===== config.mk =====
export PLATFORM = sky130hd
export DESIGN_NAME = multicycle_adder
export DESIGN_NICKNAME = d
export VERILOG_FILES = /design/src/rtl/multicycle_adder_pkg.sv /design/src/rtl/multicycle_adder_digit_adder.sv /design/src/rtl/multicycle_adder.sv
export SDC_FILE = /design/constraint.sdc
export NUM_CORES = 1
export LEC_CHECK = 0
export BUFFER_PORTS_ARGS = -buffer_cell sky130_fd_sc_hd__buf_2
export CAP_MARGIN = 10
export CELL_PAD_IN_SITES_DETAIL_PLACEMENT = 1
export CELL_PAD_IN_SITES_GLOBAL_PLACEMENT = 1
export CORE_ASPECT_RATIO = 1.5
export CORE_MARGIN = 2
export CORE_UTILIZATION = 44
export CTS_CLUSTER_DIAMETER = 30
export DETAILED_ROUTE_END_ITERATION = 10
export GPL_TIMING_DRIVEN = 1
export PLACE_DENSITY = 0.86
export RECOVER_POWER = 50
export SYNTH_ARGS = -nofsm -noshare
export SYNTH_HDL_FRONTEND = slang
export SYNTH_SLANG_ARGS = --single-unit

===== constraint.sdc =====
create_clock -name clk -period 2.77 [get_ports clk]
set_clock_uncertainty 0.2 [all_clocks]
set_input_delay 0.1385 -clock clk [delete_from_list [all_inputs] [get_ports clk]]
set_output_delay 0.1385 -clock clk [all_outputs]
set_load 0.02 [all_outputs]

===== src/rtl/multicycle_adder_pkg.sv =====
// Shared types and helpers for the multi-cycle ripple adder.
package multicycle_adder_pkg;

  typedef enum logic {
    IDLE = 1'b0,
    RUN  = 1'b1
  } state_t;

  // Slice counter width; a single-slice adder still needs one counter bit.
  function automatic int cnt_width(input int nslice);
    return (nslice > 1) ? $clog2(nslice) : 1;
  endfunction

endpackage


===== src/rtl/multicycle_adder_digit_adder.sv =====
// Combinational DIGIT-bit ripple of full-add cells; also exposes the carry into its MSB.
module digit_adder #(
  parameter int DIGIT = 1
) (
  input  logic [DIGIT-1:0] a,
  input  logic [DIGIT-1:0] b,
  input  logic             ci,
  output logic [DIGIT-1:0] s,
  output logic             co,
  output logic             c_msb_in
);

  logic [DIGIT:0] w_c;

  assign w_c[0] = ci;

  for (genvar i = 0; i < DIGIT; i++) begin : g_cell
    assign s[i]       = a[i] ^ b[i] ^ w_c[i];
    assign w_c[i + 1] = (a[i] & b[i]) | (a[i] & w_c[i]) | (b[i] & w_c[i]);
  end

  assign co       = w_c[DIGIT];
  assign c_msb_in = w_c[DIGIT-1];

endmodule


===== src/rtl/multicycle_adder.sv =====
// Adds A+B+CIN DIGIT bits per clock with a registered inter-slice carry; start/busy/done handshake.
// Build option OVERFLOW_EN adds the signed-overflow output V.
module multicycle_adder
  import multicycle_adder_pkg::*;
#(
  parameter int WIDTH = 8,
  parameter int DIGIT = 1
) (
  input  logic             clk,
  input  logic             rst,
  input  logic             start,
  input  logic [WIDTH-1:0] A,
  input  logic [WIDTH-1:0] B,
  input  logic             CIN,
  output logic             busy,
  output logic             done,
  output logic [WIDTH-1:0] S,
`ifdef OVERFLOW_EN
  output logic             C,
  output logic             V
`else
  output logic             C
`endif
);

  localparam int NSLICE = WIDTH / DIGIT;
  localparam int CW     = cnt_width(NSLICE);
  localparam logic [CW-1:0] CNT_INIT = CW'(NSLICE - 1);

  state_t           r_state;
  state_t           w_state_next;
  logic [WIDTH-1:0] r_a;
  logic [WIDTH-1:0] r_b;
  logic             r_carry;
  logic [WIDTH-1:0] r_res;
  logic [CW-1:0]    r_cnt;
  logic             r_done;
  logic [WIDTH-1:0] r_s;
  logic             r_c;
  logic             w_last;
  logic [DIGIT-1:0] w_sum;
  logic             w_co;
  logic [WIDTH-1:0] w_res_next;
`ifdef OVERFLOW_EN
  logic             w_c_msb_in;
  logic             r_v;
`else
  logic             w_c_msb_unused;
`endif

  digit_adder #(
    .DIGIT    (DIGIT)
  ) u_digit (
    .a        (r_a[DIGIT-1:0]),
    .b        (r_b[DIGIT-1:0]),
    .ci       (r_carry),
    .s        (w_sum),
    .co       (w_co),
`ifdef OVERFLOW_EN
    .c_msb_in (w_c_msb_in)
`else
    .c_msb_in (w_c_msb_unused)
`endif
  );

  // New slice enters at the MSB end; after NSLICE shifts the result is aligned.
  assign w_res_next = WIDTH'({w_sum, r_res} >> DIGIT);
  assign w_last     = (r_cnt == '0);

  always_comb begin
    w_state_next = r_state;
    case (r_state)
      IDLE:    if (start)  w_state_next = RUN;
      RUN:     if (w_last) w_state_next = IDLE;
      default: w_state_next = IDLE;
    endcase
  end

  always_ff @(posedge clk) begin
    if (rst) begin
      r_state <= IDLE;
      r_a     <= '0;
      r_b     <= '0;
      r_carry <= 1'b0;
      r_res   <= '0;
      r_cnt   <= '0;
      r_done  <= 1'b0;
      r_s     <= '0;
      r_c     <= 1'b0;
`ifdef OVERFLOW_EN
      r_v     <= 1'b0;
`endif
    end else begin
      r_state <= w_state_next;
      r_done  <= 1'b0;
      case (r_state)
        IDLE: begin
          if (start) begin
            r_a     <= A;
            r_b     <= B;
            r_carry <= CIN;
            r_cnt   <= CNT_INIT;
          end
        end
        RUN: begin
          r_a     <= r_a >> DIGIT;
          r_b     <= r_b >> DIGIT;
          r_carry <= w_co;
          r_res   <= w_res_next;
          if (w_last) begin
            r_s    <= w_res_next;
            r_c    <= w_co;
            r_done <= 1'b1;
`ifdef OVERFLOW_EN
            r_v    <= w_c_msb_in ^ w_co;
`endif
          end else begin
            r_cnt <= r_cnt - CW'(1);
          end
        end
        default: ;
      endcase
    end
  end

  assign busy = (r_state == RUN);
  assign done = r_done;
  assign S    = r_s;
  assign C    = r_c;
`ifdef OVERFLOW_EN
  assign V    = r_v;
`endif

endmodule


==> flow_summary.ini <==
[pwr]
vdd_drop_max_uv = 451
power.static_leakage_uw = 0.000800
power.density_mw_per_mm2 = 631
power.total_uw = 1200

[critical_path]
worst_path_buffer_plus_inverter_count = 2
slowest_delay_ns = 0.68
cp-start-kind = flop
timing.critical_path.arrival_ns = 1.61
cp-end-kind = output pin
timing.critical_path.cells = buf_4 -> buf_2
cpLargestDelayFamily = flip-flops
cp_slowest_cell = sky130_fd_sc_hd__dfxtp_1
required_ns = 2.43
critical_setup_path_class = reg -> out
critical_path.max_fanout = 35

[sta]
finalWorstPathRequiredPeriod_ns = 1.95
max_slew.worst_pin.slew_ns = 0.708
setup_ws_ns = 0.820
fmax_ghz = 0.513
number_of_pins_with_negative_max_slew_slack_in_the_final_report = 0
finalSetupViolations = 0
max_slew_margin = 0.528
tns_ns = 0
rsz0062_at_grt = false
final_min_period_over_clock_period = 0.704
number_of_hold_violations_in_the_final_report = 0

[layout]
insertedDiodeCount = 0
synthesis_to_layout_area_growth_pct = 14.5
net_total_in_the_final_layout = 227
fin_cells = 248
drive_gt1_frac = 0.190

[yosys]
synth_largest_type_area_fraction = 0.457
synth.avg_cell_area_um2 = 9.41
synth.distinct_cells = 26
area_of_the_mapped_netlist_mm2 = 0.00167
synth_cells = 177
synth_top_area_cells = sky130_fd_sc_hd__dfxtp_1 46%, sky130_fd_sc_hd__mux2i_1 14%, sky130_fd_sc_hd__nand2_1 7.4%
syn-num-nets = 200
yosysWarningCount = 0
post-synth-top-area-cell = sky130_fd_sc_hd__dfxtp_1
postSynthRegisterBits = 38
ys_seq_area_frac = 0.457

[die]
die_height_um = 79.3
floorplan.die.width_um = 54.2
rows = 27
design.core.area_mm2 = 0.00365
initial_core_util = 0.456
die_area_mm2 = 0.00430
ios = 31

[clocking]
cts.htree.levels = 2
ctsRootBufferMaster = sky130_fd_sc_hd__clkbuf_8
cts_hold_repair.buffers = 2
worstSkewPairLatency_ns = 0.29
clock_sink_count = 38
post_cts_resized = 0
number_of_buffers_added_for_setup_after_cts = 0
cts_buffers = 5
clk_slew_on_worst_s_h_paths_ns = 0.08
ctsLongestPathBuffers = 2
cts_tree = done

[routing]
drt_drc = 0
detailed_route_wire_length_per_cell_um = 15.1
dr_total_vias = 1271
detail-route-antenna-nets = 0
detailedRoute.firstIterationViolations = 7
drt-pass1-iter-count = 4
routed_via_density = 5.13
postRouteWirelength_mm = 3.74

[grt]
grt_first_pass_wirelength_mm = 6.15
grt_antenna_before_repair = 0
grt_util_all_layers = 0.195
grt_pass1_vias = 1403
grt_start_max_net_pins = 39
grt.overflow.total = 0

[place]
port_buffers = 30
gp_congestion = 0.681
place.detailed.instances = 238
dpl.hpwl_mm = 2.61
detailedPlace.worstSlack_ns = 0.968

[run_status]
status = finished clean

[job]
timing.max_cap.violations = 0

[hold_path]
hold_class = in -> reg
[placed cells by master (no fill, tap or decap), types with 2 or more instances in the layout]
cell                            count
sky130_fd_sc_hd__o21ai_0           15
sky130_fd_sc_hd__inv_1              3
sky130_fd_sc_hd__a21oi_2            9
sky130_fd_sc_hd__buf_2             20
sky130_fd_sc_hd__clkbuf_1          10
sky130_fd_sc_hd__nor3_1             3
sky130_fd_sc_hd__nor2_1             9
sky130_fd_sc_hd__and2b_1           10
sky130_fd_sc_hd__clkinv_2           2
sky130_fd_sc_hd__nand2_1           33
sky130_fd_sc_hd__clkbuf_8           5
sky130_fd_sc_hd__dlygate4sd3_1      2
sky130_fd_sc_hd__mux2i_1           24
sky130_fd_sc_hd__a21oi_1            3
sky130_fd_sc_hd__nor2b_1            5
sky130_fd_sc_hd__ha_1               2
sky130_fd_sc_hd__dfxtp_1           38
[where the power goes]
group	internal [uW]	switching, uW	total, uW
sequential	574	24.1	598
clock	265	187	452
combinational	69.7	84.1	154
total	908	295	1200
[layout make-up]
type / count / area [um2]
clock buffer: 5 / 68.8
multi-input combinational: 123 / 807
inverter: 3 / 11.3
clock inverter: 3 / 40.0
tap: 43 / 53.8
sequential: 38 / 761
fill: 438 / 1740
timing repair buffer: 33 / 165
[synthesized netlist by cell type (all sizes together)]
library cell / number
o21ai: 16
a31o: 1
fa: 1
and4bb: 1
nand3b: 1
nor2: 9
nor3: 3
buf: 10
a211oi: 1
nand2: 33
and3b: 1
xnor2: 1
or2b: 1
a21oi: 12
clkbuf: 3
mux2i: 24
o21bai: 1
and2b: 10
nor2b: 5
inv: 3
ha: 2
dfxtp: 38
[metal layers]
layer	wire, um	vias up	track usage	part of all wire
met5	0	-	0	0
met4	44	0	0.0600	0.012
met3	135	5	0.0395	0.036
met2	2120	25	0.353	0.57
met1	1440	604	0.217	0.38
li1	-	637	-	-
[worst min-delay path: stages]
cell and delay, ns:
sky130_fd_sc_hd__buf_2 0.08, sky130_fd_sc_hd__mux2i_1 0.05, sky130_fd_sc_hd__o21ai_0 0.13, sky130_fd_sc_hd__and2b_1 0.11
[per-stage QoR]
stage | hold slack [ns] | cell area [um2] | utilization
2_1_floorplan | 0.134 | 1670 | -
6_report | 0.0532 | 1910 | 0.523
3_3_place_gp | 0.230 | 1790 | 0.491
3_5_place_dp | 0.265 | 1790 | 0.491
5_1_grt | 0.0904 | 1910 | 0.523
4_1_cts | 0.0559 | 1920 | 0.526
[cells by family (layout without fill, tap and decap cells)]
kind of cell / after synthesis / in the layout / share of synthesized area
DFF: 38 / 38 / 0.457
xor gates and xnor gates: 1 / 1 / 0.00526
muxes: 24 / 24 / 0.144
adders and majority gates: 3 / 3 / 0.0270
AOI/OAI and AO/OA: 31 / 31 / 0.119
buffers and inverters: 16 / 44 / 0.0586
and+or+nand+nor: 64 / 64 / 0.189
[final timing paths]
kind                                             from                  end  slack, ns  cells past startpoint
worst max register to register        busy$_SDFF_PP0_    S[4]$_SDFFE_PP0P_       0.99                      3
worst max-delay path                  busy$_SDFF_PP0_                 busy       0.82                      2
worst min-delay path                             B[1]  r_b[1]$_SDFFE_PP0P_       0.05                      4
worst min register to register  r_res[1]$_SDFFE_PP0P_    S[0]$_SDFFE_PP0P_       0.28                      2
[state kept, by name, summed over array words and instances, names as in the netlist]
register  flops
S             8
r_a           8
r_b           8
r_res         7
r_cnt         3
C             1
busy          1
done          1
r_carry       1
Power figures use the tool's default switching activity.
